[src/rtl/bcd_serial_add_ctrl_pkg.sv]
// Shared definitions for the digit-serial BCD add controller: state encoding,
// BCD digit limits and a digit-validity helper.
package bcd_serial_add_ctrl_pkg;

    localparam int DIGIT_W = 4;
    localparam logic [DIGIT_W-1:0] BCD_MAX = 4'd9;

    typedef enum logic [1:0] {
        ST_IDLE = 2'd0,
        ST_RUN  = 2'd1,
        ST_DONE = 2'd2
    } state_e;

    function automatic logic digit_invalid(input logic [DIGIT_W-1:0] d);
        return d > BCD_MAX;
    endfunction

endpackage

[src/rtl/bcd_serial_add_ctrl.sv]
// Digit-serial BCD adder controller: feeds an external single-digit BCD adder
// one digit per clock (LSD first), ripples the carry and assembles the result.
module bcd_serial_add_ctrl
    import bcd_serial_add_ctrl_pkg::*;
#(
    parameter int DIGITS = 4
) (
    input  logic                    clk,
    input  logic                    rst_n,
    input  logic                    start,
    input  logic [4*DIGITS-1:0]     a_bcd,
    input  logic [4*DIGITS-1:0]     b_bcd,
    input  logic                    cin,
    output logic                    busy,
    output logic                    done,
    output logic [4*DIGITS-1:0]     sum_bcd,
    output logic                    cout,
    output logic                    err,
    output logic [3:0]              add_a,
    output logic [3:0]              add_b,
    output logic                    add_cin,
    input  logic [3:0]              add_sum,
    input  logic                    add_cout
);

    localparam int IDX_W = (DIGITS > 1) ? $clog2(DIGITS) : 1;
    localparam logic [IDX_W-1:0] LAST_IDX = IDX_W'(DIGITS - 1);

    state_e               state_q;
    logic [DIGIT_W-1:0]   a_dig_q   [DIGITS];
    logic [DIGIT_W-1:0]   b_dig_q   [DIGITS];
    logic [DIGIT_W-1:0]   sum_dig_q [DIGITS];
    logic [IDX_W-1:0]     idx_q;
    logic                 carry_q;
    logic                 cout_q;
    logic                 err_q;

    logic [DIGITS-1:0]    a_bad;
    logic [DIGITS-1:0]    b_bad;
    logic                 operand_bad;
    logic [DIGITS-1:0]    idx_sel;
    logic [DIGIT_W-1:0]   cur_a;
    logic [DIGIT_W-1:0]   cur_b;
    logic                 accept;
    logic                 running;

    // Per-digit decode: validity of incoming operands, one-hot digit select,
    // and unpacking of the result digits onto the output bus.
    generate
        for (genvar gi = 0; gi < DIGITS; gi++) begin : g_digit
            assign a_bad[gi]   = digit_invalid(a_bcd[gi*DIGIT_W +: DIGIT_W]);
            assign b_bad[gi]   = digit_invalid(b_bcd[gi*DIGIT_W +: DIGIT_W]);
            assign idx_sel[gi] = (idx_q == IDX_W'(gi));
            assign sum_bcd[gi*DIGIT_W +: DIGIT_W] = sum_dig_q[gi];
        end
    endgenerate

    assign operand_bad = (|a_bad) | (|b_bad);

    always_comb begin
        cur_a = '0;
        cur_b = '0;
        for (int i = 0; i < DIGITS; i++) begin
            if (idx_sel[i]) begin
                cur_a = a_dig_q[i];
                cur_b = b_dig_q[i];
            end
        end
    end

    assign running = (state_q == ST_RUN);
    assign accept  = start && ((state_q == ST_IDLE) || (state_q == ST_DONE));

    assign busy    = running;
    assign done    = (state_q == ST_DONE);
    assign cout    = cout_q;
    assign err     = err_q;
    assign add_a   = running ? cur_a : '0;
    assign add_b   = running ? cur_b : '0;
    assign add_cin = running ? carry_q : 1'b0;

    always_ff @(posedge clk or negedge rst_n) begin
        if (!rst_n) begin
            state_q <= ST_IDLE;
            idx_q   <= '0;
            carry_q <= 1'b0;
            cout_q  <= 1'b0;
            err_q   <= 1'b0;
            for (int i = 0; i < DIGITS; i++) begin
                a_dig_q[i]   <= '0;
                b_dig_q[i]   <= '0;
                sum_dig_q[i] <= '0;
            end
        end else begin
            case (state_q)
                ST_IDLE, ST_DONE: begin
                    if (accept) begin
                        for (int i = 0; i < DIGITS; i++) begin
                            a_dig_q[i]   <= a_bcd[i*DIGIT_W +: DIGIT_W];
                            b_dig_q[i]   <= b_bcd[i*DIGIT_W +: DIGIT_W];
                            sum_dig_q[i] <= '0;
                        end
                        carry_q <= cin;
                        idx_q   <= '0;
                        err_q   <= operand_bad;
                        cout_q  <= 1'b0;
                        state_q <= ST_RUN;
                    end else begin
                        state_q <= ST_IDLE;
                    end
                end
                ST_RUN: begin
                    for (int i = 0; i < DIGITS; i++) begin
                        if (idx_sel[i]) begin
                            sum_dig_q[i] <= add_sum;
                        end
                    end
                    carry_q <= add_cout;
                    // Index returns to 0 after the top digit so DIGITS=1 never leaves 0.
                    if (idx_q == LAST_IDX) begin
                        cout_q  <= add_cout;
                        idx_q   <= '0;
                        state_q <= ST_DONE;
                    end else begin
                        idx_q <= idx_q + 1'b1;
                    end
                end
                default: state_q <= ST_IDLE;
            endcase
        end
    end

endmodule

[config.mk]
export PLATFORM = sky130hd
export DESIGN_NAME = bcd_serial_add_ctrl
export DESIGN_NICKNAME = d
export VERILOG_FILES = /design/src/rtl/bcd_serial_add_ctrl_pkg.sv /design/src/rtl/bcd_serial_add_ctrl.sv
export SDC_FILE = /design/constraint.sdc
export NUM_CORES = 1
export LEC_CHECK = 0
export BUFFER_PORTS_ARGS = -buffer_cell sky130_fd_sc_hd__buf_2
export CORE_ASPECT_RATIO = 0.7
export CORE_MARGIN = 4
export CORE_UTILIZATION = 23
export DETAILED_ROUTE_END_ITERATION = 16
export PLACE_DENSITY = 0.42
export REMOVE_ABC_BUFFERS = 1
export SKIP_CTS_REPAIR_TIMING = 1
export SYNTH_ARGS = -nofsm -noshare
export SYNTH_HDL_FRONTEND = slang
export SYNTH_SLANG_ARGS = --single-unit
[constraint.sdc]
create_clock -name clk -period 1.85 [get_ports clk]
set_input_delay 0.37 -clock clk [delete_from_list [all_inputs] [get_ports clk]]
set_output_delay 0.37 -clock clk [all_outputs]
set_load 0.05 [all_outputs]
### Yosys cells after proc, flatten, opt, wreduce, memory -nomap -nowiden

Index checks and enable logic that the tools add are counted.

* bits in registers: 55
* input port bits: 41
* output and inout port bits: 29
* logic and storage cells: 79

* equality and inequality tests: 10
* bitwise gates (word level): 1
* magnitude comparators: 8
* $add $sub $neg: 1
* reduce and logical (&&, ||, !) cells: 14
* muxes and demuxes: 28

Operators by type and width (number)
* $mux 4: 14
* $gt 4x4->1 const B: 8
* $pmux 16 s2: 1
* $mux 16: 1
* $reduce_and 3->1: 4
* $ne 2x2->1 const B: 5
* $pmux 2 s2: 2
* $reduce_or 4->1: 2
* $eq 2x2->1 const B: 3
* $mux 2: 3
* $mux 1: 5
* $eq 2x1->1 const B: 2
* $logic_not 2->1: 2
* $pmux 1 s2: 2
* $reduce_and 2->1: 2
* $add 2x1->2 const B: 1
* $reduce_bool 2->1: 1
* $reduce_or 2->1: 1
* $logic_and 1x1->1: 1
* $logic_or 1x1->1: 1
* $or 1x1->1: 1

### Depth between registers and ports, before layout

Gate-level depths: netlist of the first run.

* depth after elaboration: 6
* depth in mapped cells: 6
* mapped depth without buffers: 5

### Worst setup path after synthesis of the first run

Ideal clock, no wire load.

* kind: register to output
* from: register idx_q[1]
* to: output add_b[2]
* data arrival time: 2283 ps
* required time: 1480 ps
* slack: -803 ps
* cell stages (with the launch flop): 6
* path buffers: 1
* cells stage by stage: dfrtp_1 inv_1 ha_1 buf_2 a211oi_1 o31ai_1

* longest elaborated chain between the ends: 6
* elaborated cells on any way between the ends: 9
* those cells by class: eq/ne (3); mux (5); reduce/logical (1)

RTL lines
* start: declaration: line bcd_serial_add_ctrl.sv:33 `logic [IDX_W-1:0] idx_q;`
* start signal: assignment: line bcd_serial_add_ctrl.sv:125 `idx_q <= idx_q + 1'b1;`
* $logic_not 2->1: line bcd_serial_add_ctrl.sv:53 `assign idx_sel[gi] = (idx_q == IDX_W'(gi));`
* $mux 4 (3 in series): line bcd_serial_add_ctrl.sv:64 `if (idx_sel[i]) begin`
* $mux 4 *: line bcd_serial_add_ctrl.sv:64
* $mux 4 *: line bcd_serial_add_ctrl.sv:79 `assign add_b = running ? cur_b : '0;`
* end: declaration: line bcd_serial_add_ctrl.sv:20 `output logic [3:0] add_b,`

Every way passes the cells marked *; elsewhere a longest branch is shown, timed or not.

### Worst setup path after layout of the first run

* from: register idx_q[0]
* to: output add_b[3]

The elaborated chain is that of the path after synthesis.

==> run metrics, run 1 <==
worst vdd ir=approximately 0.00065 V; top cells by area, synth=dfrtp_1 52%, nand2_1 17%, nand3_1 8.6%, a221oi_2 4.0%, o31ai_2 3.3%; row count=32; total power=a little over 8 mW; critical path fanouts, max=7; Clk Latency, worst-skew pair=approximately 0.29 ns; met1 usage=0.1789; nets@finish=roughly 430; design area=3866 um2; Hold Crit Class=primary input to async pin; Reg clk slew, reported paths=around 0.07 ns; Slew Limit Fails=0; failing checks=setup timing; Fmax achieved=~0.46 GHz; Crit Path Class=flop to primary output; Final Hold Viols=0; largest family of logic cells by synthesized area=simple AND/OR/NAND/NOR gates; placed cell areas=about 3300 um2; leading area contributor after synthesis=dfrtp_1; GR Util All Layers=0.1215; clock net sink count=55; power per cell area=about 2100 nW/um2; chip height=roughly 97 um; switching part of the total=0.4709; status=finished with violations; largest net degree at the start of global routing=28; Avg Cell Area, Syn=approximately 9.0 um2; synthesis-stage register bit count=55; Max clock buf depth=2; core box area=around 11,000 um2; Arr. time, crit path=around 1.8 ns; via count=2,343; total CTS buffers=5; commonest non-fill, non-tap cell in the layout=nand2_1; Rel. slew slack=0.6178; Comb pwr share=0.612; fillcell total=between 1,000 and 1,500; sequential group share of total power=0.264; drt pass-1 iters=4; Seq. cell area=about 1400 um2; Final WS setup=-0.3400 ns; Setup crit end=add_b[3]; PortBufs=69; hold slack final=0.06442 ns; multiplexer share of the synthesized area=0; Post-Syn Area=between 2000 and 3000 um2; Setup crit start kind=flop; Ports=70; antenna violations before repair=0; wire length per cell=between 15 and 20 um; reg2reg start=state_q[0]; min Tclk post-route=between 2 and 2.5 ns; Crit. End Element=primary output; critical path depth=7; Post-DRT Antenna Nets=0; Post-route DRC=0; Die Span X=~140 um; CTS tree=yes; Pleak=approximately 1.9 nW; FF-to-FF setup slack=around 0.34 ns; RSZ-0062 raised after global routing=true; post-synthesis compound-gate area fraction=0.1058; Final period util=1.184; CP peak stage delay=roughly 0.46 ns; capturing point of the worst reg2reg path=sum_bcd[10]; multi-input logic area=around 1300 um2; Synth Area in Adders=0.01906; Data required, critical path=about 1.5 ns; Gate Count Post-Synth=roughly 290; share of cells above drive strength 1=0.3629; routability cong.=roughly 0.76; Yosys warnings=0; max cap viols=0; Buf/Inv on CP=3; internal power=roughly 4.3 mW; clock skew=around 0.0050 ns; Critical Path, Cell by Cell=inv_4, ha_4, nor2b_4, buf_12, a221oi_4, o31ai_4, buf_6; Via density=around 4.4; first-pass GRT wire length=about 13 mm; ANT cells=0; sequential fraction of the synthesis area=0.5241; Unique masters post-synth=24; met3 usage=0.03675; NetSw=about 3.9 mW; synthesized-area fraction occupied by xor and xnor cells=0; post-synthesis simple-gate area fraction=0.3068; Core Util, Final=0.3486; area delta synth->final=47.21%; worst slew pin tran=0.5732 ns; met2 Usage GRT=0.1755; CP max-delay cell=dfrtp_2; CTS root buffer=clkbuf_16; number of global-route vias before repair=2,368; GRT Max-Usage Layer=met1; most frequent cells in the layout=117 x nand2_1, 59 x buf_2, 54 x dfrtp_1, 45 x nand3_1, 19 x buf_4; die area=between 10,000 and 15,000 um2; Clock H-tree levels=2; final wirelength=just over 8 mm; Register-to-Register Path Depth=5; post-synth top area share=0.5241; Clk pwr share=0.124; # setup viols final=9; CP startpoint=idx_q[0]; DRT iter0 DRCs=roughly 150; CP delay by family, top=flip-flops; Final HPWL DP=between 5 and 6 mm; Congestion Overflow GR=0; Initial Utilization=0.2368
[layout make-up]
type	instances	share of cell area
timing repair buffer	101	0.2013
tap	153	0.04951
multi-input combinational	215	0.3472
sequential	55	0.3563
inverter	4	0.005178
clock buffer	8	0.04045
[cells in the mapped netlist (all sizes together)]
master,count
a221oi,7
a211oi,1
nor2b,11
o32a,1
and3b,1
nand4,1
nand2b,3
a22oi,1
ha,4
o21ai,9
nand2,117
nand3,45
dfrtp,55
and2,1
buf,17
nand3b,4
clkbuf,2
o31ai,9
inv,4
[layer usage]
| layer | part of all wire | up-vias | routed length (um) |
|---|---|---|---|
| li1 | - | 1153 | - |
| met1 | 0.49 | 1109 | 4003 |
| met2 | 0.43 | 73 | 3511 |
| met3 | 0.063 | 8 | 509 |
| met4 | 0.0084 | 0 | 68 |
| met5 | 0 | - | 0 |
[cells by family after synthesis]
| logic type | after synthesis |
|---|---|
| compound gates | 28 |
| simple gates | 183 |
| buf+inv | 23 |
| fa+ha+maj | 4 |
| flops | 55 |
[power groups by stage]
stage          Clock [mW]  Combinational [mW]  Sequential [mW]
2_1_floorplan           0                2.02             2.62
3_3_place_gp            0                3.86             2.11
3_5_place_dp            0                3.89             2.12
4_1_cts              1.05                3.91             2.10
5_1_grt              1.10                5.38             2.23
6_report             1.02                5.01             2.16
[worst min path at each step]
| stage | from | end | slack [ns] | depth (start not counted) |
|---|---|---|---|---|
| 4_1_cts | rst_n | sum_bcd[3] | 0.07 | 1 |
| 5_1_grt | rst_n | sum_bcd[3] | 0.09 | 1 |
| 2_1_floorplan | rst_n | a_dig_q[0] | 0.07 | 0 |
| 3_5_place_dp | rst_n | sum_bcd[3] | 0.39 | 1 |
| 6_report | rst_n | sum_bcd[3] | 0.06 | 1 |
| 3_3_place_gp | rst_n | sum_bcd[3] | 0.40 | 1 |
[state kept, by name (all words and copies together) (netlist names)]
| register | flops |
|---|---|
| idx_q | 2 |
| carry_q | 1 |
| b_dig_q | 16 |
| cout | 1 |
| state_q | 2 |
| sum_bcd | 16 |
| a_dig_q | 16 |
| err | 1 |
[stage by stage]
step	cells	worst slack, ns	TNS [ns]
2_1_floorplan	274	-1.161	-8.742
3_3_place_gp	522	-0.1863	-1.137
3_5_place_dp	522	-0.2228	-1.584
4_1_cts	530	-0.5657	-4.651
5_1_grt	536	-0.4150	-3.266
6_report	536	-0.3400	-2.566
[worst reg2reg max path: stages, from the launching register on]
cell and delay (ns):
dfrtp_1 0.41, buf_4 0.18, nand2b_2 0.38, buf_12 0.27
nand3_1 0.10, nand2_1 0.06
Power figures use the tool's default switching activity.
==> inputs of run 2 (changes only) <==
ABC_AREA = 1   (was default)
PLACE_DENSITY = 0.44   (was 0.42)
clock period = 1.8 ns   (was 1.85 ns; I/O delays follow)
==> run metrics, run 2 <==
status=finished with violations (unchanged); failing checks=setup timing (unchanged); Post-route DRC=0 (unchanged); Data required, critical path=1.44 ns (was 1.48 ns); final wirelength=7.636 mm (was 8.092 mm); most frequent cells after synthesis=137 x nand2_1, 55 x dfrtp_1, 35 x o21ai_0, 12 x o21ai_1, 11 x a21oi_1 (was 117 x nand2_1, 55 x dfrtp_1, 45 x nand3_1, 15 x buf_2, 11 x nor2b_1); worst slew pin tran=0.5256 ns (was 0.5732 ns); max cap viols=0 (unchanged); switching part of the total=0.4809 (was 0.4709); Final WS setup=-0.3037 ns (was -0.3400 ns); Final period util=1.169; Congestion Overflow GR=0 (unchanged); sequential group share of total power=0.279 (was 0.264); die area=12,740 um2 (was 13,220 um2); dpl ws=-0.2208 ns (was -0.2228 ns); CTS root buffer=clkbuf_16 (unchanged); internal power=3.988 mW (was 4.334 mW); Crit. End Element=primary output (unchanged); number of global-route vias before repair=2,320 (was 2,368); sequential fraction of the synthesis area=0.5454 (was 0.5241); clock net sink count=55 (unchanged); GR Util All Layers=0.1212 (was 0.1215); chip height=95.64 um (was 97.41 um); wire length per cell=14.04 um (was 15.10 um); antenna violations before repair=0 (unchanged); synthesis-stage register bit count=55 (unchanged); Setup crit start kind=flop (unchanged); Core Util, Final=0.3437 (was 0.3486); Fmax achieved=between 0.4 and 0.5 GHz; Unique masters post-synth=21 (was 24); Arr. time, crit path=1.74 ns (was 1.82 ns); most instantiated library cell after synthesis=nand2_1 (unchanged); commonest non-fill, non-tap cell in the layout=nand2_1 (unchanged); Clk Latency, worst-skew pair=0.29 ns (about the same); Post-Syn Area=2524 um2 (was 2626 um2); first-pass GRT wire length=12.05 mm (was 12.61 mm); Pleak=1.839 nW (was 1.927 nW); total CTS buffers=5 (unchanged); drt pass-1 iters=4 (unchanged); ys flop type=dfrtp_1 (unchanged); Comb pwr share=0.587 (was 0.612); area delta synth->final=43.13% (was 47.21%); Initial Utilization=0.2401 (was 0.2368); most frequent cells in the layout=132 x nand2_1, 59 x buf_2, 54 x dfrtp_1, 27 x o21ai_0, 25 x buf_4 (was 117 x nand2_1, 59 x buf_2, 54 x dfrtp_1, 45 x nand3_1, 19 x buf_4); Max clock buf depth=2 (unchanged); row count=31 (was 32); Ports=70 (unchanged); nets@finish=440 (was 427); routability cong.=0.7756 (was 0.7649); Final HPWL DP=5.602 mm (was 5.916 mm); largest net degree at the start of global routing=37 (was 28); top cells by area, synth=dfrtp_1 55%, nand2_1 20%, o21ai_0 6.9%, o21ai_1 2.4%, a21oi_1 2.2% (was dfrtp_1 52%, nand2_1 17%, nand3_1 8.6%, a221oi_2 4.0%, o31ai_2 3.3%); Slew Limit Fails=0 (unchanged); Final Hold Viols=0 (unchanged); worst vdd ir=0.0008194 V (was 0.0006547 V); Synth async-reset ratio=1.000 (unchanged); Reg clk slew, reported paths=0.07 ns (about the same); power per cell area=2127 nW/um2 (was 2118 nW/um2); clock skew=0.003792 ns (was 0.005002 ns); total power=7.682 mW (was 8.190 mW); # setup viols final=8 (was 9); Rel. slew slack=0.6496 (was 0.6178); Hold Crit Class=primary input to async pin (unchanged); Post-DRT Antenna Nets=0 (unchanged); critical path fanouts, max=6 (was 7); CTS tree=yes (unchanged); Avg Cell Area, Syn=8.412 um2 (was 8.963 um2); DRT iter0 DRCs=90 (was 148); Yosys warnings=0 (unchanged); min Tclk post-route=around 2.1 ns; core box area=10,510 um2 (was 11,090 um2); Clock H-tree levels=2 (unchanged); NetSw=3.694 mW (was 3.856 mW); Clk pwr share=0.134 (was 0.124); Die Span X=133.2 um (was 135.7 um); RSZ-0062 raised after global routing=true (unchanged); placed cell areas=3131 um2 (was 3299 um2); share of cells above drive strength 1=0.3813 (was 0.3629); Gate Count Post-Synth=300 (was 293); post-synth top area share=0.5454 (was 0.5241); design area=3612 um2 (was 3866 um2); via count=2,282 (was 2,343); Post-synth EDFFs=0 (unchanged); FF-to-FF setup slack=0.31 ns (was 0.34 ns); Crit Path Class=flop to primary output (unchanged); Via density=4.195 (was 4.371); PortBufs=69 (unchanged); leading area contributor after synthesis=dfrtp_1 (unchanged); ANT cells=0 (unchanged)
-- run 2: power by group through the flow --
stage               logic (mW)  registers [mW]  clock network [mW]
finish                    4.51            2.14                1.03
CTS                       3.73            2.10                1.07
global route              4.93            2.22                1.13
global placement          3.69            2.11                   0
detailed placement        3.72            2.12                   0
floorplan                 2.02            2.58                   0
-- run 2: layer usage --
layer	wire length, um	share of wire	vias to the layer above	GRT usage
met1	3916	0.51	1068	0.1816
met3	359	0.047	10	0.03059
li1	-	-	1158	-
met2	3258	0.43	46	0.1719
met4	102	0.013	0	0.03339
met5	0	0	-	0
-- run 2: cell type report --
class | count | area, um2
inverter | 12 | 62.56
multi-input combinational | 221 | 1154
tap | 148 | 185.2
fill | 1127 | 6899
clock buffer | 8 | 156.4
sequential | 55 | 1378
timing repair buffer | 100 | 676.9
-- run 2: worst paths after layout --
check                           start  depth (start not counted)    endpoint
hold / removal                  rst_n                          1        cout
setup reg to reg             idx_q[0]                          5  sum_bcd[6]
setup / recovery             idx_q[1]                          8    add_a[0]
min in group clk            a_bcd[12]                          3  a_dig_q[0]
max in group asynchronous       rst_n                          2    idx_q[0]
hold reg to reg            a_dig_q[5]                          2  a_dig_q[5]
-- run 2: cell families after synthesis --
| group | count (synthesis) | share of synthesized area |
|---|---|---|
| simple gates | 154 | 0.2519 |
| compound gates | 63 | 0.1309 |
| flops | 55 | 0.5454 |
| buf+inv | 24 | 0.05206 |
| fa+ha+maj | 4 | 0.01983 |
-- run 2: critical path, cell delays in order, from the launching register on --
cell and delay [ns]:
dfrtp_1 0.39, inv_2 0.12, ha_4 0.23, buf_6 0.15
nand2_4 0.04, nand3_2 0.07, o21ai_2 0.05, a21oi_2 0.20
buf_6 0.19
-- run 2: through the flow --
step	TNS (ns)	std cells	hold slack, ns
after floorplan	-2.996	288	0.06441
after global placement	-1.148	523	0.3676
after detailed placement	-1.348	523	0.3740
after CTS	-4.017	531	0.05250
after global routing	-2.815	544	0.06709
final	-2.036	544	0.03832
==> inputs of run 3 (changes only) <==
ABC_AREA = 0   (was 1)
==> run metrics, run 3 (synthesis gave the netlist of run 1 again) <==
status=finished with violations (unchanged); failing checks=setup timing (unchanged); Clk Latency, worst-skew pair=0.30 ns (was 0.29 ns); DRT iter0 DRCs=160 (was 90); Post-DRT Antenna Nets=0 (unchanged); Via density=4.379 (was 4.195); worst vdd ir=0.0007884 V (was 0.0008194 V); number of global-route vias before repair=2,324 (was 2,320); largest net degree at the start of global routing=56 (was 37); Post-route DRC=0 (unchanged); antenna violations before repair=0 (unchanged); final wirelength=8.169 mm (was 7.636 mm); CTS root buffer=clkbuf_16 (unchanged); Final WS setup=-0.3803 ns (was -0.3037 ns); area delta synth->final=42.31% (was 43.13%); Final Hold Viols=0 (unchanged); Arr. time, crit path=1.82 ns (was 1.74 ns); internal power=4.325 mW (was 3.988 mW); Crit. End Element=primary output (unchanged); Rel. slew slack=0.7196 (was 0.6496); worst slew pin tran=0.4161 ns (was 0.5256 ns); Comb pwr share=0.591 (was 0.587); Data required, critical path=1.44 ns (about the same); drt pass-1 iters=4 (unchanged); power per cell area=2190 nW/um2 (was 2127 nW/um2); Fmax achieved=0.4587 GHz (was 0.4754 GHz); sequential group share of total power=0.268 (was 0.279); routability cong.=0.7422 (was 0.7756); Ports=70 (unchanged); final std cells w/o fill=533 (was 544); RSZ-0062 raised after global routing=true (unchanged); total CTS buffers=5 (unchanged); core box area=11,090 um2 (was 10,510 um2); clock net sink count=55 (unchanged); Core Util, Final=0.3370 (was 0.3437); commonest non-fill, non-tap cell in the layout=nand2_1 (unchanged); Final HPWL DP=5.779 mm (was 5.602 mm); Die Span X=135.7 um (was 133.2 um); Max clock buf depth=2 (unchanged); max cap viols=0 (unchanged); row count=32 (was 31); Clock H-tree levels=2 (unchanged); switching part of the total=0.4715 (was 0.4809); nets@finish=424 (was 440); GR Util All Layers=0.1218 (was 0.1212); NetSw=3.859 mW (was 3.694 mW); wire length per cell=15.33 um (was 14.04 um); PortBufs=69 (unchanged); Hold Crit Class=primary input to async pin (unchanged); # setup viols final=8 (unchanged); die area=13,220 um2 (was 12,740 um2); Clk pwr share=0.141 (was 0.134); ANT cells=0 (unchanged); via count=2,334 (was 2,282); Pleak=1.891 nW (was 1.839 nW); most frequent cells in the layout=117 x nand2_1, 59 x buf_2, 54 x dfrtp_1, 45 x nand3_1, 23 x buf_4 (was 132 x nand2_1, 59 x buf_2, 54 x dfrtp_1, 27 x o21ai_0, 25 x buf_4); chip height=97.41 um (was 95.64 um); CTS tree=yes (unchanged); share of cells above drive strength 1=0.3526 (was 0.3813); Reg clk slew, reported paths=0.08 ns (was 0.07 ns); Setup TNS Final=-2.897 ns (was -2.036 ns); critical path fanouts, max=4 (was 6); placed cell count=520 (was 523); dpl ws=-0.3305 ns (was -0.2208 ns); min Tclk post-route=2.180 ns (was 2.104 ns); Setup crit start kind=flop (unchanged); clock skew=0.006864 ns (was 0.003792 ns); Final period util=1.211 (was 1.169); Congestion Overflow GR=0 (unchanged); Initial Utilization=0.2368 (was 0.2401); fillcell total=1,200 (was 1,127); Crit Path Class=flop to primary output (unchanged); first-pass GRT wire length=12.59 mm (was 12.05 mm); Slew Limit Fails=0 (unchanged)
## run 3: cell count changes in the layout (fill, tap and decap cells not counted), sizes merged, moves of 3 or more
cell and change:
buf -3, nand2 -21, inv -8, nor2 -8
a221oi +7, a21oi -14, nand3 +37, nand2b +3
nand3b +4, nor2b +11, o31ai +9, o21ai -38
## run 3: power groups by stage
stage | clock network, mW | registers, mW | logic, mW
floorplan | 0 | 2.69 | 2.08
global placement | 0 | 2.18 | 3.98
detailed placement | 0 | 2.17 | 4.03
CTS | 1.18 | 2.16 | 4.04
global route | 1.23 | 2.27 | 5.20
finish | 1.16 | 2.19 | 4.83
## run 3: path summary, 6_finish.rpt
path,start,depth (start not counted),to,slack (ns)
setup / recovery,idx_q[1],7,add_b[0],-0.38
hold / removal,rst_n,2,sum_bcd[12],0.06
setup reg to reg,idx_q[0],7,sum_bcd[8],0.20
hold reg to reg,b_dig_q[14],2,b_dig_q[14],0.47
max in group asynchronous,rst_n,2,a_dig_q[10],1.47
min in group clk,b_bcd[12],3,b_dig_q[0],0.26
## run 3: layer usage
layer	GRT usage	routed length (um)	vias to the layer above
met4	0.01859	43	0
met5	0	0	-
met1	0.1931	4333	1108
li1	-	-	1151
met3	0.03416	504	5
met2	0.1648	3288	70
## run 3: area by class of cell
class                           instances  area (um2)  share of cell area
Clock buffer                            6       138.9             0.03716
Clock inverter                          2       35.03            0.009374
Inverter                                4       17.52            0.004687
Sequential cell                        55        1378              0.3686
Tap cell                              153       191.4             0.05122
Timing Repair Buffer                   98       693.2              0.1855
Multi-Input combinational cell        215        1284              0.3435
## run 3: critical path, cell delays in order, from the launching register on
cell      delay (ns)
dfrtp_1         0.41
inv_2           0.10
ha_2            0.24
nor2b_4         0.06
buf_4           0.15
a221oi_4        0.30
o31ai_4         0.09
buf_6           0.16
## run 3: stage by stage
| step | power (mW) | area (um2) | hold slack, ns |
|---|---|---|---|
| after detailed placement | 6.203 | 3284 | 0.3954 |
| after CTS | 7.375 | 3458 | 0.08662 |
| after global routing | 8.697 | 3737 | 0.09340 |
| final | 8.183 | 3737 | 0.05967 |
| after floorplan | 4.769 | 2525 | 0.06441 |
| after global placement | 6.165 | 3284 | 0.3888 |
